### src/rtl/frame_scheduler.sv
`timescale 1ns/1ps
// frame_scheduler: every p_DIVIDER vblank rising edges, runs start/done with each client in fixed order (optional FRAME_SCHED_TIMEOUT_EN).
// Latency: o_Start[0] is high the cycle after the vblank edge is sampled; each sampled done -> next start one cycle later.
// Backpressure: WAIT holds until i_Done[k]; with FRAME_SCHED_TIMEOUT_EN a silent client is skipped after p_TIMEOUT cycles.
module frame_scheduler #(
    parameter int p_CLIENTS = 4,
    parameter int p_DIVIDER = 1,
    parameter int p_TIMEOUT = 255
) (
    input  logic                 i_Clk,
    input  logic                 i_Rst_n,
    input  logic                 i_VBlank,
    input  logic                 i_Enable,
    input  logic                 i_ClearErr,
    input  logic [p_CLIENTS-1:0] i_Done,
    output logic [p_CLIENTS-1:0] o_Start,
    output logic                 o_Busy,
    output logic                 o_FrameTick,
    output logic                 o_Overrun,
    output logic                 o_Timeout,
    output logic [15:0]          o_FrameCount
);

    typedef enum logic [1:0] {S_IDLE, S_ISSUE, S_WAIT, S_FINISH} state_t;

    localparam logic [2:0] LAST_K   = 3'(p_CLIENTS - 1);
    localparam logic [7:0] DIV_LAST = 8'(p_DIVIDER - 1);

    state_t               state, state_nxt;
    logic [2:0]           k, k_nxt;
    logic [7:0]           div_cnt, div_cnt_nxt;
    logic                 v_q;
    logic                 vb_edge, count_edge, trigger;
    logic                 done_k, tmo_expired;
    logic [p_CLIENTS-1:0] start_nxt;

    assign vb_edge    = i_VBlank & ~v_q;
    assign count_edge = (state == S_IDLE) & i_Enable & vb_edge;
    assign trigger    = count_edge & (div_cnt == DIV_LAST);

    // Only the current client's done bit matters; the others are ignored.
    always_comb begin
        done_k = 1'b0;
        for (int i = 0; i < p_CLIENTS; i++) begin
            if (k == 3'(i)) done_k = i_Done[i];
        end
    end

`ifdef FRAME_SCHED_TIMEOUT_EN
    localparam logic [15:0] TMO = 16'(p_TIMEOUT);

    logic [15:0] tmo_cnt;
    logic        tmo_reach;

    // The pulse fires when the count reaches p_TIMEOUT; the FSM advances on the following cycle.
    assign tmo_reach   = (state == S_WAIT) && !done_k && (tmo_cnt == TMO - 16'd1);
    assign tmo_expired = (state == S_WAIT) && (tmo_cnt == TMO);

    always_ff @(posedge i_Clk or negedge i_Rst_n) begin
        if (!i_Rst_n) begin
            tmo_cnt   <= '0;
            o_Timeout <= 1'b0;
        end else begin
            o_Timeout <= tmo_reach;
            if (state != S_WAIT)
                tmo_cnt <= '0;
            else if (tmo_cnt != TMO)
                tmo_cnt <= tmo_cnt + 16'd1;
        end
    end
`else
    assign tmo_expired = 1'b0;
    assign o_Timeout   = 1'b0;
`endif

    always_comb begin
        state_nxt   = state;
        k_nxt       = k;
        div_cnt_nxt = div_cnt;
        start_nxt   = '0;
        if (count_edge) div_cnt_nxt = trigger ? 8'd0 : div_cnt + 8'd1;
        case (state)
            S_IDLE: begin
                if (trigger) begin
                    state_nxt = S_ISSUE;
                    k_nxt     = 3'd0;
                end
            end
            S_ISSUE: state_nxt = S_WAIT;
            S_WAIT: begin
                if (done_k || tmo_expired) begin
                    if (k == LAST_K) begin
                        state_nxt = S_FINISH;
                    end else begin
                        k_nxt     = k + 3'd1;
                        state_nxt = S_ISSUE;
                    end
                end
            end
            S_FINISH: state_nxt = S_IDLE;
            default:  state_nxt = S_IDLE;
        endcase
        for (int i = 0; i < p_CLIENTS; i++) begin
            start_nxt[i] = (state_nxt == S_ISSUE) && (k_nxt == 3'(i));
        end
    end

    // v_q resets high so a reset released inside vblank does not look like an edge.
    always_ff @(posedge i_Clk or negedge i_Rst_n) begin
        if (!i_Rst_n) begin
            state   <= S_IDLE;
            k       <= 3'd0;
            div_cnt <= 8'd0;
            v_q     <= 1'b1;
        end else begin
            state   <= state_nxt;
            k       <= k_nxt;
            div_cnt <= div_cnt_nxt;
            v_q     <= i_VBlank;
        end
    end

    always_ff @(posedge i_Clk or negedge i_Rst_n) begin
        if (!i_Rst_n) begin
            o_Start      <= '0;
            o_Busy       <= 1'b0;
            o_FrameTick  <= 1'b0;
            o_FrameCount <= 16'd0;
            o_Overrun    <= 1'b0;
        end else begin
            o_Start     <= start_nxt;
            o_Busy      <= (state_nxt != S_IDLE);
            o_FrameTick <= (state_nxt == S_FINISH);
            if (state_nxt == S_FINISH) o_FrameCount <= o_FrameCount + 16'd1;
            o_Overrun   <= (~i_VBlank & o_Busy) | (o_Overrun & ~i_ClearErr);
        end
    end

endmodule

### config.mk
export PLATFORM = sky130hd
export DESIGN_NAME = frame_scheduler
export DESIGN_NICKNAME = d
export VERILOG_FILES = /design/src/rtl/frame_scheduler.sv
export SDC_FILE = /design/constraint.sdc
export NUM_CORES = 1
export LEC_CHECK = 0
export ABC_AREA = 1
export CAP_MARGIN = 15
export CELL_PAD_IN_SITES_DETAIL_PLACEMENT = 1
export CELL_PAD_IN_SITES_GLOBAL_PLACEMENT = 2
export CORE_UTILIZATION = 29
export DETAILED_ROUTE_END_ITERATION = 12
export GPL_ROUTABILITY_DRIVEN = 0
export PLACE_DENSITY_LB_ADDON = 0.1
export RECOVER_POWER = 50
export SLEW_MARGIN = 20
export SYNTH_ARGS = -nofsm -noshare
export SYNTH_HDL_FRONTEND = slang
export SYNTH_SLANG_ARGS = --single-unit
### constraint.sdc
create_clock -name i_Clk -period 1.35 [get_ports i_Clk]
set_input_delay 0.27 -clock i_Clk [delete_from_list [all_inputs] [get_ports i_Clk]]
set_output_delay 0.27 -clock i_Clk [all_outputs]
set_load 0.005 [all_outputs]
==> metrics.csv, run 1 <==
metric;value;unit
grt_max_degree;20;
cp_slowest_cell;dfrtp_2;
drt_iter0_markers;31;
avgRoutedWirePerCell;13.84;microns
num_io_pins;33;
synth_top_family_by_area;simple AND/OR/NAND/NOR gates;
synth_compound_gate_area_share;0.03897;
worstMarginPinSlew;500.1;ps
fmax;652.5;MHz
cts_tree;built;
path_class;flop to flop;
placed_cell_area;2480;sq um
yosys.area_share.simple;0.2880;
core_area;6314;sq um
cp.required;1520;ps
syn_area;1894;sq um
root_buffer;clkbuf_8;
drtAntennaViolNets;0;
ir_drop;0.0007430;V
insertion_delay;280;ps
drt-met1-wl;2131;microns
vias;1682;
grt_pass1_wl;8742;microns
final_layout_size_suffix_gt1_frac;0.4175;
synthCells;200;
die_h;82.82;microns
fin_cells;374;
maxCapViolCount;0;
status;complete, but fails checks;
cp.arrival;1700;ps
maxSlewHeadroom;0.6666;
synthMuxAreaShare;0;
ys_ff_latch;37;
overflow;0;
cp-start-kind;flop;
worstSetupEndpointType;flop;
synthAdderAreaFrac;0.04624;
dp_hpwl;3624;microns
cp_max_fo;4;
wl_met2;2900;microns
floorplan.initialDensity;0.3000;
final_common_cell;buf_4;
clkTransAtPathRegs;80;ps
leakage;1.551;nW
synth_xor_area_frac;0.07398;
hold_viol;0;
drc;0;
slowest_delay;460;ps
ys_warn_count;0;
h-tree-depth;2;
dr.pass1.iters;4;
place_inst;332;
wl;5178;microns
syn_nets;216;
final_cell_mix;buf_4, nand2_1, dfrtp_1, dlygate4sd2_1, inv_1;
clkSinkCount;37;
antenna_cells;0;
synth.distinct_cells;30;
cts_buffer_depth;2;
violations;setup timing;
ys_seq_area_frac;0.4894;
setup_viol;22;
post-route-period-util;1.135;
fin_ws;-182.6;ps
wl_met3;120;microns
rows;29;
avgViaCountPerCell;4.497;
fillCellCount;736;
design_area;3070;sq um
grt_pass1_vias;1874;
io_buffers;31;
period_needed;1533;ps
top_layer;met4;
worst-path-buf-inv;3;
hp-class;flop to flop;
rsz0062_at_grt;yes;
slew_viol_final;0;
dieArea;6859;sq um
fin_nets;312;
clock_skew;6.499;ps
cp_top_family;simple AND/OR/NAND/NOR gates;
grt_usage;0.1576;
power_density;1440;nW/um^2
avgSynthCellArea;9.472;sq um
crit_path_cell_trace;inv_4 > ha_4 > inv_2 > nand3_2 > nand2_2 > nand4_1 > nand3_1 > nand2_2 > inv_2 > nor2_1;
cts_buffers;5;
grt_antenna_before_repair;0;
syn_to_final_growth;62.09;%
die_w;82.82;microns
==> through the flow <==
step	util	total power [W]	hold WS (ps)	TNS [ps]	worst slack [ps]
2_1_floorplan	-	0.002185	-25.59	-85.04	-34.70
3_3_place_gp	0.3928	0.002776	258.2	-5054	-272.2
3_5_place_dp	0.3928	0.002851	265.4	-6177	-306.6
4_1_cts	0.4534	0.004051	501.0	-2371	-177.2
5_1_grt	0.4863	0.004747	573.4	-4507	-291.5
6_report	0.4863	0.004423	557.6	-2217	-182.6
==> where the power goes <==
part	switching (W)	total, W	internal, W
combinational	0.00101	0.00203	0.00103
sequential	0.000206	0.00152	0.00131
clock	0.000408	0.000871	0.000462
==> cell type report <==
type                            count  area, sq um  area share
Clock buffer                        7        96.34     0.03138
Inverter                           27        113.9     0.03708
Multi-Input combinational cell    135         1066      0.3472
Sequential cell                    37        930.9      0.3032
Clock inverter                      1        5.005    0.001630
Timing Repair Buffer               90        762.0      0.2482
Tap cell                           77        96.34     0.03138
==> per-layer routing <==
layer | GRT usage | vias to the layer above
met4 | 0.02821 | 0
li1 | - | 821
met1 | 0.1845 | 841
met5 | 0 | -
met3 | 0.02684 | 2
met2 | 0.3010 | 18
==> worst reg2reg max path, stage by stage (launching register included) <==
cell	delay, ps
dfrtp_2	460
inv_4	70
ha_4	180
inv_2	50
nand3_2	60
nand2_2	90
nand4_1	190
nand3_1	140
nand2_2	90
inv_2	70
nor2_1	40
==> synth_stat cells <==
master | instances | area (sq um)
nand2_1 | 42 | 157.7
dfrtp_1 | 36 | 900.9
inv_1 | 25 | 93.84
nor2_1 | 12 | 45.04
nand3_1 | 10 | 50.05
xor2_1 | 10 | 87.58
ha_1 | 7 | 87.58
nor3_1 | 7 | 35.03
o21ai_0 | 7 | 35.03
nor2_4 | 6 | 67.56
xnor2_1 | 6 | 52.55
a21oi_1 | 4 | 20.02
nand3b_1 | 4 | 30.03
nand4_1 | 3 | 18.77
nor2_2 | 3 | 18.77
nand2_2 | 2 | 12.51
nand3_2 | 2 | 20.02
nand3_4 | 2 | 35.03
a21boi_0 | 1 | 7.510
buf_4 | 1 | 7.510
conb_1 | 1 | 3.750
dfstp_2 | 1 | 26.28
inv_4 | 1 | 6.260
inv_6 | 1 | 8.760
nand2_8 | 1 | 20.02
nand4_2 | 1 | 12.51
nor3_4 | 1 | 16.27
o21ai_1 | 1 | 5.000
o22ai_1 | 1 | 6.260
or2_1 | 1 | 6.260
==> worst paths after layout <==
path | from | to | depth (start not counted) | slack (ps)
worst max-delay path | k[1]$_DFF_PN0_ | o_Start[2]$_DFF_PN0_ | 10 | -180
max in group asynchronous | i_Rst_n | o_FrameCount[2]$_DFFE_PN0P_ | 3 | 390
worst min register to register | o_FrameCount[7]$_DFFE_PN0P_ | o_FrameCount[7]$_DFFE_PN0P_ | 2 | 560
worst min-delay path | o_FrameCount[7]$_DFFE_PN0P_ | o_FrameCount[7]$_DFFE_PN0P_ | 2 | 560
worst max register to register | k[1]$_DFF_PN0_ | o_Start[2]$_DFF_PN0_ | 10 | -180
min in group asynchronous | i_Rst_n | div_cnt[6]$_DFFE_PN0P_ | 3 | 590
==> logic make-up (layout without fill, tap and decap cells) <==
kind of cell / after synthesis / after routing
adders and majority gates: 7 / 7
xor gates and xnor gates: 16 / 16
AOI/OAI and AO/OA: 14 / 14
other: 1 / 1
and+or+nand+nor: 97 / 97
buffers and inverters: 28 / 125
DFF: 37 / 37
==> what timing repair did <==
action / in CTS / in global routing
buffers inserted: 23 / 11
hold buffers: 1 / 0
pin swaps: 22 / 25
resized for setup: 54 / 37
setup endpoints to repair: 46 / 29
hold endpoints to repair: 36 / 0
==> sequential cells by signal, indices dropped and copies added (netlist names) <==
name	count
o_FrameTick	1
o_Overrun	1
o_FrameCount	16
v_q	1
o_Start	4
k	3
state	2
div_cnt	8
o_Busy	1
Note: power is estimated with default switching activity, not from simulation.
==> run 2, diff against run 1 <==
--- a/config.mk
+++ b/config.mk
@@ -9,6 +9,7 @@
 export CAP_MARGIN = 15
 export CELL_PAD_IN_SITES_DETAIL_PLACEMENT = 1
 export CELL_PAD_IN_SITES_GLOBAL_PLACEMENT = 2
+export CORE_MARGIN = 2
 export CORE_UTILIZATION = 29
 export DETAILED_ROUTE_END_ITERATION = 12
 export GPL_ROUTABILITY_DRIVEN = 0
==> metrics.csv, run 2 (synthesis results as in run 1) <==
metric;value;unit;change
cts_buffers;5;;unchanged
drtAntennaViolNets;0;;unchanged
vias;1639;;-2.6%
grt_max_degree;38;;+90%
final_cell_mix;buf_4, nand2_1, dfrtp_1, inv_1, dlygate4sd2_1;;
grt_antenna_before_repair;0;;unchanged
drc;0;;unchanged
worstSetupEndpointType;flop;;
path_class;flop to flop;;
cp.required;1530;ps;about the same
drt_iter0_markers;17;;-45%
rsz0062_at_grt;yes;;
timing.hold.ws;539.4;ps;-18.19 ps
cts_tree;built;;
period_needed;1567;ps;+34.63 ps
hold_viol;0;;unchanged
overflow;0;;unchanged
io_buffers;31;;unchanged
final_common_cell;buf_4;;
num_io_pins;33;;unchanged
fmax;638.1;MHz;-2.2%
clkTransAtPathRegs;80;ps;about the same
largest-register;o_FrameCount;;
largest_registers;o_FrameCount (16), div_cnt (8), o_Start (4);;
rows;29;;unchanged
largest_reg_flops;16;;unchanged
cp-start-kind;flop;;
hp-start;o_Busy$_DFF_PN0_;;
reg2reg_slack;-220;ps;-30 ps
syn_to_final_growth;61.29;%;
status;complete, but fails checks;;
die_w;84.82;microns;+2.4%
finalPower;0.004221;W;-4.6%
fillCellCount;737;;+0.14%
grt_pass1_wl;7893;microns;-9.7%
core_area;6350;sq um;+0.57%
hp-class;flop to flop;;
fin_nets;311;;-0.32%
grt_usage;0.1361;;-0.02147
post-route-period-util;1.161;;+0.02565
place_inst;336;;+1.2%
maxCapViolCount;0;;unchanged
cts_buffer_depth;2;;unchanged
antenna_cells;0;;unchanged
dieArea;7194;sq um;+4.9%
reg2reg_from;k[0]$_DFF_PN0_;;
dpl_worst_slack;-325.7;ps;-19.11 ps
floorplan.initialDensity;0.2983;;-0.001715
slew_viol_final;0;;unchanged
fin_tns_setup;-2520;ps;-303.7 ps
fin_cells;372;;-0.53%
avgViaCountPerCell;4.406;;-2.0%
wl;4830;microns;-6.7%
dp_hpwl;3272;microns;-9.7%
power_density;1382;nW/um^2;-4.1%
h-tree-depth;2;;unchanged
avgRoutedWirePerCell;12.98;microns;-6.2%
hold_end;o_Overrun$_DFF_PN0_;;
maxSlewHeadroom;0.6486;;-0.01803
clock_skew;8.658;ps;+2.159 ps
cp_max_fo;4;;unchanged
leakage;1.565;nW;+0.91%
violations;setup timing;;
reg2reg_depth;10;;unchanged
clkSinkCount;37;;unchanged
die_h;84.82;microns;+2.4%
grt_pass1_vias;1747;;-6.8%
root_buffer;clkbuf_8;;
insertion_delay;290;ps;about the same
worstMarginPinSlew;527.1;ps;+27.05 ps
fin_ws;-217.3;ps;-34.63 ps
setup_viol;20;;-9.1%
ir_drop;0.0006909;V;-7.0%
r2r_end;o_Start[2]$_DFF_PN0_;;
final_layout_size_suffix_gt1_frac;0.4271;;+0.009610
min_path_cells;2;;unchanged
dr.pass1.iters;3;;-1
cp.arrival;1740;ps;+40 ps
==> run 2: stage by stage <==
step,instance area [sq um],utilization
4_1_cts,2761,0.4349
2_1_floorplan,1898,-
5_1_grt,3055,0.4812
3_5_place_dp,2535,0.3992
6_report,3055,0.4812
3_3_place_gp,2535,0.3992
==> run 2: worst max-delay path, cell delays in order, from the launching register on <==
cell     delay (ps)
dfrtp_2         460
buf_6           140
ha_4            150
inv_2            40
nand3_2          50
nand2_2          80
nand4_1         190
nand3_1         140
nand2_2          80
inv_2            80
nor2_2           40
==> run 2: area by class of cell <==
| cell class | instances | area, sq um | share of cell area |
|---|---|---|---|
| inverter | 27 | 108.9 | 0.03563 |
| clock inverter | 1 | 7.507 | 0.002457 |
| multi-input combinational | 135 | 1067 | 0.3493 |
| timing repair buffer | 89 | 762.0 | 0.2494 |
| tap | 77 | 96.34 | 0.03153 |
| clock buffer | 6 | 82.58 | 0.02703 |
| sequential | 37 | 930.9 | 0.3047 |
==> run 2: power by group <==
| group | switching (W) | internal (W) | total [W] |
|---|---|---|---|
| sequential | 0.000169 | 0.00131 | 0.00148 |
| combinational | 0.000960 | 0.000974 | 0.00193 |
| clock | 0.000400 | 0.000404 | 0.000804 |
==> run 2: what timing repair did <==
item                                   CTS  global route
hold buffers                             1             0
gates resized for setup                 41            49
setup buffers                           12            17
endpoints found under the hold margin   36             0
pin swaps                                8            28
setup endpoints to repair               48            29
==> run 2: worst max path at each step <==
stage,from,depth (start not counted),end
after global routing,k[0]$_DFF_PN0_,9,o_Start[0]$_DFF_PN0_
after global placement,i_Done[3],10,o_FrameCount[14]$_DFFE_PN0P_
after floorplan,k[0]$_DFF_PN0_,7,o_Busy$_DFF_PN0_
after CTS,k[0]$_DFF_PN0_,10,o_FrameCount[12]$_DFFE_PN0P_
after detailed placement,i_Done[3],10,o_FrameCount[12]$_DFFE_PN0P_
final,k[0]$_DFF_PN0_,10,o_Start[2]$_DFF_PN0_
==> run 2: routing by layer <==
layer  routed length [microns]  vias to the layer above  global-route usage
met5                         0                        -                   0
met4                        24                        0             0.03896
met3                        97                        2             0.02626
met2                      2457                       16              0.2319
met1                      2251                      799              0.1766
li1                          -                      822                   -
==> run 3, diff against run 2 <==
--- a/config.mk
+++ b/config.mk
@@ -11,6 +11,7 @@
 export CELL_PAD_IN_SITES_GLOBAL_PLACEMENT = 2
 export CORE_MARGIN = 2
 export CORE_UTILIZATION = 29
+export CTS_CLUSTER_SIZE = 20
 export DETAILED_ROUTE_END_ITERATION = 12
 export GPL_ROUTABILITY_DRIVEN = 0
 export PLACE_DENSITY_LB_ADDON = 0.1
==> results of run 3 <==
The final DEF is identical to that of run 2; final timing and power are the same.
